==> config.mk <==
export PLATFORM = sky130hd
export DESIGN_NAME = mips_cpu_regfile_mp
export DESIGN_NICKNAME = d
export VERILOG_FILES = /design/src/rtl/mips_cpu_regfile_pkg.sv /design/src/rtl/mips_cpu_regfile_mp_scoreboard.sv /design/src/rtl/mips_cpu_regfile_mp.sv
export SDC_FILE = /design/constraint.sdc
export NUM_CORES = 2
export LEC_CHECK = 0
export CAP_MARGIN = 25
export CORE_MARGIN = 4
export CORE_UTILIZATION = 60
export CTS_BUF_LIST = sky130_fd_sc_hd__clkbuf_4
export DETAILED_ROUTE_END_ITERATION = 8
export PLACE_DENSITY_LB_ADDON = 0.08
export SLEW_MARGIN = 0
export SYNTH_ARGS = -nofsm -noshare
export SYNTH_HDL_FRONTEND = slang
export SYNTH_SLANG_ARGS = --single-unit
==> constraint.sdc <==
create_clock -name clk -period 6.5 [get_ports clk]
set_input_delay 1.3 -clock clk [delete_from_list [all_inputs] [get_ports clk]]
set_output_delay 1.3 -clock clk [all_outputs]
set_load 0.01 [all_outputs]
==> src/rtl/mips_cpu_regfile_pkg.sv <==
// Shared constants and bus helpers for the multi-port MIPS register file.
// Imported by the scoreboard and the register-file top level.
package mips_cpu_regfile_pkg;

   localparam int REG_ZERO       = 0;
   localparam int DEF_DATA_WIDTH = 32;
   localparam int DEF_ADDR_WIDTH = 5;
   localparam int BUS_MAX        = 1024;
   localparam int FIELD_MAX      = 64;

   // Returns field idx of a packed bus whose fields are width bits wide;
   // callers zero-extend the bus to BUS_MAX and size-cast the result.
   function automatic logic [FIELD_MAX-1:0] port_field(input logic [BUS_MAX-1:0] bus,
                                                       input int idx, input int width);
      logic [BUS_MAX-1:0]   shifted;
      logic [FIELD_MAX-1:0] field;
      shifted = bus >> (idx * width);
      field   = shifted[FIELD_MAX-1:0];
      field   = field & ~({FIELD_MAX{1'b1}} << width);
      return field;
   endfunction

endpackage

==> src/rtl/mips_cpu_regfile_mp_scoreboard.sv <==
// Pending-write scoreboard: one busy bit per register plus an incrementally
// maintained count of busy registers. Register 0 is never marked busy.
module mips_cpu_scoreboard
   import mips_cpu_regfile_pkg::*;
#(
   parameter int ADDR_WIDTH = DEF_ADDR_WIDTH,
   parameter int NUM_RD     = 2
) (
   input  logic                         clk,
   input  logic                         reset,
   input  logic                         write,
   input  logic [ADDR_WIDTH-1:0]        wr_addr,
   input  logic                         claim,
   input  logic [ADDR_WIDTH-1:0]        claim_addr,
   input  logic                         flush,
   input  logic [NUM_RD*ADDR_WIDTH-1:0] rd_addr,
   output logic [NUM_RD-1:0]            busy_raw,
   output logic [ADDR_WIDTH:0]          pending_count
);

   localparam int DEPTH = 2 ** ADDR_WIDTH;
   localparam int CW    = ADDR_WIDTH + 1;

   logic [DEPTH-1:0] busy;
   logic             do_set, do_clr, inc, dec;

   // A same-address claim overrides the write's clear, so it never decrements.
   always_comb begin
      do_set = claim && (claim_addr != ADDR_WIDTH'(REG_ZERO));
      do_clr = write && (wr_addr != ADDR_WIDTH'(REG_ZERO));
      inc    = do_set && !busy[claim_addr];
      dec    = do_clr && busy[wr_addr] && !(do_set && (claim_addr == wr_addr));
   end

   always_ff @(posedge clk) begin
      if (reset) begin
         busy          <= '0;
         pending_count <= '0;
      end else if (flush) begin
         busy          <= '0;
         pending_count <= '0;
      end else begin
         if (do_clr) busy[wr_addr]    <= 1'b0;
         if (do_set) busy[claim_addr] <= 1'b1;
         pending_count <= pending_count + CW'(inc) - CW'(dec);
      end
   end

   always_comb begin
      busy_raw = '0;
      for (int i = 0; i < NUM_RD; i++) begin
         logic [ADDR_WIDTH-1:0] a;
         a           = ADDR_WIDTH'(port_field(BUS_MAX'(rd_addr), i, ADDR_WIDTH));
         busy_raw[i] = busy[a];
      end
   end

endmodule

==> src/rtl/mips_cpu_regfile_mp.sv <==
// Multi-port general-purpose register file with optional write-to-read bypass
// and a pending-write scoreboard for decode-stage RAW stalls.
module mips_cpu_regfile_mp
   import mips_cpu_regfile_pkg::*;
#(
   parameter int DATA_WIDTH = DEF_DATA_WIDTH,
   parameter int ADDR_WIDTH = DEF_ADDR_WIDTH,
   parameter int NUM_RD     = 2,
   parameter int BYPASS     = 1
) (
   input  logic                         clk,
   input  logic                         reset,
   input  logic                         write,
   input  logic [ADDR_WIDTH-1:0]        wrAddr,
   input  logic [DATA_WIDTH-1:0]        wrData,
   input  logic [NUM_RD*ADDR_WIDTH-1:0] rdAddr,
   output logic [NUM_RD*DATA_WIDTH-1:0] rdData,
   output logic [NUM_RD-1:0]            rdBusy,
   input  logic                         claim,
   input  logic [ADDR_WIDTH-1:0]        claimAddr,
   input  logic                         flush,
   output logic [ADDR_WIDTH:0]          pendingCount
);

   localparam int DEPTH = 2 ** ADDR_WIDTH;

   logic [DATA_WIDTH-1:0] regs [DEPTH];
   logic [NUM_RD-1:0]     busy_raw;

   mips_cpu_scoreboard #(
      .ADDR_WIDTH(ADDR_WIDTH),
      .NUM_RD    (NUM_RD)
   ) u_scoreboard (
      .clk          (clk),
      .reset        (reset),
      .write        (write),
      .wr_addr      (wrAddr),
      .claim        (claim),
      .claim_addr   (claimAddr),
      .flush        (flush),
      .rd_addr      (rdAddr),
      .busy_raw     (busy_raw),
      .pending_count(pendingCount)
   );

   always_ff @(posedge clk) begin
      if (reset) begin
         for (int k = 0; k < DEPTH; k++) regs[k] <= '0;
      end else if (write && (wrAddr != ADDR_WIDTH'(REG_ZERO))) begin
         regs[wrAddr] <= wrData;
      end
   end

   // Bypassed ports see the incoming write; busy drops unless re-claimed now.
   always_comb begin
      rdData = '0;
      rdBusy = '0;
      for (int i = 0; i < NUM_RD; i++) begin
         logic [ADDR_WIDTH-1:0] a;
         logic [DATA_WIDTH-1:0] d;
         logic                  b;
         logic                  hit;
         a   = ADDR_WIDTH'(port_field(BUS_MAX'(rdAddr), i, ADDR_WIDTH));
         hit = (BYPASS != 0) && write && (wrAddr == a);
         d   = '0;
         b   = 1'b0;
         if (a != ADDR_WIDTH'(REG_ZERO)) begin
            d = hit ? wrData : regs[a];
            b = busy_raw[i] && !(hit && !(claim && (claimAddr == a)));
         end
         rdData[i*DATA_WIDTH +: DATA_WIDTH] = d;
         rdBusy[i]                          = b;
      end
   end

endmodule

# Word level (Yosys, flattened, before mapping)
# Memory sizes are Yosys's and may differ from the RTL's.
# Cells that the tools add are included.
# totals
ramBits,1024
reg_bits,38
wordCells,77
memories,1
out_inout_bits,72
# op_classes
addsub,2
order_cmp,6
muxes,30
eq_ne,5
n_bitwise,3
n_reduce_logical,28
# memory_table
name,words,width,rd,rd_ports_with_merged_regs,write_ports,line,rtl
regs,32,32,2,0,32,mips_cpu_regfile_mp.sv:27,logic [DATA_WIDTH-1:0] regs [DEPTH];
# ops
operator,count
32-bit 2-to-1 mux,9
32-bit bitwise AND,1
32-bit inverter,1
32-bit bitwise OR,1
32-bit OR reduction,1
5-bit == test,5
"5-bit by 6-bit < comparator with 1-bit output, second input constant",4
1-bit binary-select mux with 5-bit select,4
5-bit nonzero test,4
1-bit logical AND,16
1-bit 2-to-1 mux,14
1-bit demux with 5-bit select,2
"5-bit by 1-bit greater-or-equal comparator with 1-bit output, second input constant",2
6-bit by 1-bit adder with 6-bit output,1
1-bit zero test,6
6-bit by 1-bit subtractor with 6-bit output,1
5-bit 2-to-1 mux,1
2-bit OR reduction,1

# Longest topological paths before layout
# logic_depth
ltp_word,11
mapped_depth,16

# Modules after synthesis
# From an unflattened synthesis, not the netlist that was laid out.
# unflattened
cells_unflattened,4108
area_unflattened_um2,58074.4
# modules_own_cells
module,n_inst,cells_each,area_per_inst_um2
mips_cpu_regfile_mp,1,3799,55216.7
mips_cpu_scoreboard,1,309,2857.7

# Worst setup path before layout
# Ideal clock, no wire load.
# synth_path
path_kind,input -> output
startpoint,input port rdAddr[0]
endpoint,output port rdData[30]
slack_ns,2.227
required_ns,5.200
path_stages,7
arrival_time_ns,2.973
cell_sequence,buf_6 > buf_12 > buf_2 > mux4_2 > o22ai_1 > nor4_1 > a311o_1
# synth_via
elab_chain_cells,4
word_cells_on_any_way,6
cone_classes,eq/ne: 1; mux: 2; reduce/logical: 2; memory: 1
# synth_rtl
element,line,rtl
start: declaration,mips_cpu_regfile_mp.sv:16,"input logic [NUM_RD*ADDR_WIDTH-1:0] rdAddr,"
branches (longest 3 deep; another with memory 32 x 32 bit),--,
32-bit 2-to-1 mux *,mips_cpu_regfile_mp.sv:67,if (a != ADDR_WIDTH'(REG_ZERO)) begin
end: declaration,mips_cpu_regfile_mp.sv:17,"output logic [NUM_RD*DATA_WIDTH-1:0] rdData,"
# Every way passes the cells marked *.

# Worst setup path in the final report
# layout_path
startpoint,input port rdAddr[5]
endpoint,output port rdData[35]
# The elaborated chain is that of the path after synthesis.

==> flow_metrics.py <==
metrics = {
    "final_layout": {
        "n_fill_cell": 6912,
        "nets": 4483,
        "syn2layout_area_growth_pct": 12.4,
        "final_cell_mix": "1024 x edfxtp_1, 998 x and2_1, 458 x mux4_2",
        "final_layout_size_suffix_gt1_share_pct": 27.7,
        "final_common_cell": "edfxtp_1",
    },
    "global_routing": {
        "grt_pass1_vias": 41600,
        "grt_antenna_before_repair": 22,
        "grt_first_pass_wirelength_um": 300000,
        "gr-total-overflow": 0,
        "grt_max_degree": 59,
        "grt_use_total_pct": 41.5,
    },
    "pwr": {
        "p_switching_mw": 4.48,
        "leakage_nw": 23.3,
        "p_per_area_nw_per_um2": 250,
        "peakVddDrop_uv": 177,
        "p_seq_share_pct": 49.0,
        "swShare_pct": 27.2,
        "pwr-share-clk_pct": 36.5,
        "p_int_mw": 12.0,
        "power_frac_comb_pct": 14.5,
        "finalPower_mw": 16.5,
    },
    "clock_tree": {
        "holdBufCountCts": 0,
        "clk_latency_ns": 1.16,
        "cts_resized": 0,
        "clockBufferDepth": 4,
        "root_buffer": "clkbuf_4",
        "cts_tree": "done",
        "clk_pin_slew_ns": 0.06,
        "cts_htree_levels": 5,
        "cts_setup_buffers": 0,
        "numCtsBuffers": 301,
        "numClockSinks": 1062,
    },
    "route": {
        "ant_nets": 0,
        "drtIter0Drc": 7328,
        "firstDrtPassIters": 6,
        "drcViolationCount": 0,
        "drt_wl_total_um": 213000,
        "via_per_inst": 7.16,
        "wl_per_cell_um": 36.2,
        "vias": 42200,
    },
    "synth": {
        "synth_warnings": 0,
        "ys_types": 71,
        "ys_async_sr_fraction_pct": 0,
        "synth_area_leaders": "edfxtp_1 53%, mux4_2 18%, and2_1 11%",
        "yosysSeqAreaShare_pct": 53.8,
        "synth_area_um2": 58600,
        "synth_ff_type": "edfxtp_1",
        "synth-seq-cells": 1062,
        "yosysTopAreaCellShare_pct": 52.5,
        "synth-edff-count": 1024,
        "synth_area_leader_cell": "edfxtp_1",
        "syn_avg_cell_area_um2": 14.1,
        "postSynthCellCount": 4154,
    },
    "critical_path": {
        "path_class": "in2out",
        "timing.rr.end": "u_scoreboard.pending_count[4]$_SDFF_PP0_",
        "critPathRequiredTime_ns": 5.20,
        "arrival_ns": 4.99,
        "cp-start-kind": "input pin",
        "cp_max_fo": 47,
        "reg2reg_slack_ns": 3.32,
        "reg2reg_from": "u_scoreboard.busy[31]$_SDFF_PP0_",
        "endpoint_kind": "output pin",
        "reg2reg_depth": 14,
    },
    "hold_path": {
        "min-delay-start": "u_scoreboard.busy[23]$_SDFF_PP0_",
        "holdPathEnd": "u_scoreboard.busy[23]$_SDFF_PP0_",
        "holdPathStages": 2,
        "worstHoldPathType": "reg2reg",
    },
    "die": {
        "start_util_pct": 60.5,
        "core_area_um2": 96700,
        "dieHeight_um": 320,
        "die_w_um": 320,
        "ios": 129,
        "die_area_um2": 103000,
        "rows": 114,
    },
    "placed_design": {
        "gp_congestion": 0.950,
        "post-place-ws_ns": 0.381,
        "dp_hpwl_um": 133000,
        "port-buffer-count": 128,
    },
    "timing": {
        "fin_crit_ns": 6.29,
        "finalSetupViolations": 0,
        "fin_skew_ns": 0.0252,
        "rsz0062_at_grt": "no",
        "setup_tns_ns": 0,
        "fmax_mhz": 159,
        "min_period_over_period_pct": 96.8,
        "maxSlewHeadroom_pct": 23.0,
        "holdWs_ns": 0.526,
        "setup_ws_ns": 0.210,
        "hold_viol": 0,
        "slew_viol_final": 0,
        "tightest_slew_ns": 1.15,
    },
    "job": {
        "maxCapViolCount": 0,
    },
    "status": {
        "status": "finished clean",
    },
}
## cells in the mapped netlist (19+ instances only)
cell type	instances
edfxtp_1	1024
and2_1	998
mux4_2	458
clkbuf_1	311
mux2i_1	209
nand2_1	117
a21oi_1	103
nor2_1	84
a22oi_1	81
o21ai_0	68
o22ai_1	58
buf_2	51
nor2b_1	39
dfxtp_1	38
o21bai_1	31
a221oi_1	30
buf_6	30
o21ai_1	30
a211oi_1	24
nand3_1	23
o211ai_1	23
a31oi_1	19
nor3_1	19
## critical path, stage by stage
cell	delay (ns)
buf_8	0.44
buf_4	0.40
mux2i_1	0.15
a22o_1	0.29
a2111oi_0	0.77
buf_4	0.23
a311oi_1	0.05
buf_4	0.20
a21oi_1	0.45
clkdlybuf4s50_1	0.65
## kinds of logic after synthesis
family          count (synthesis)  share of synthesized area [%]
compound gates                548                           6.29
buf+inv                       464                           4.09
mux                           680                           21.4
other cells                     1                        0.00640
xor+xnor                       29                          0.434
simple gates                 1363                           13.8
fa+ha+maj                       7                          0.162
flops                        1062                           53.8
## cell type report
type | count | area (um^2) | share of cell area, %
clock buffers | 440 | 3300 | 5.02
multi-input cells | 2659 | 25400 | 38.6
flip-flops and latches | 1062 | 31500 | 47.9
repair buffers | 379 | 3680 | 5.59
diodes | 9 | 22.5 | 0.0342
well taps | 1276 | 1600 | 2.43
inverters | 16 | 60.1 | 0.0913
clock inverters | 50 | 245 | 0.373
## metal layers
layer  GRT usage (%)  share of wire, %  up-vias
li1                -                 -    16600
met1            54.8                34    21000
met2            60.6                44     3863
met3            15.9                16      779
met4            21.0               5.8        8
met5               0             0.024        -
## state kept, by name, summed over array words and instances (netlist names)
register,flops
u_scoreboard.pending_count,6
regs,1024
u_scoreboard.busy,32
## worst max-delay path by stage
stage	from	endpoint	slack [ns]	cells past startpoint
3_3_place_gp	rdAddr[5]	rdData[35]	0.34	10
2_1_floorplan	rdAddr[0]	rdData[30]	2.23	7
6_report	rdAddr[5]	rdData[35]	0.21	10
4_1_cts	rdAddr[5]	rdData[35]	0.34	10
3_5_place_dp	rdAddr[5]	rdData[35]	0.38	10
5_1_grt	rdAddr[5]	rdData[35]	0.18	10
## power by group through the flow
stage | clock (mW) | sequential (mW) | combinational (mW)
after detailed placement | 0 | 8.20 | 2.29
after global placement | 0 | 8.18 | 2.28
after floorplan | 0 | 8.14 | 1.34
final | 6.01 | 8.07 | 2.39
after global routing | 6.44 | 8.10 | 2.44
after CTS | 6.02 | 8.06 | 2.30
## stage by stage
step	utilization, %	instance area [um^2]	cells
after floorplan	-	58700	4185
after global placement	64.1	62000	5380
after detailed placement	64.3	62200	5388
after CTS	67.9	65700	5878
after global routing	68.0	65800	5884
final	68.0	65800	5891
Power figures use the tool's default switching activity.
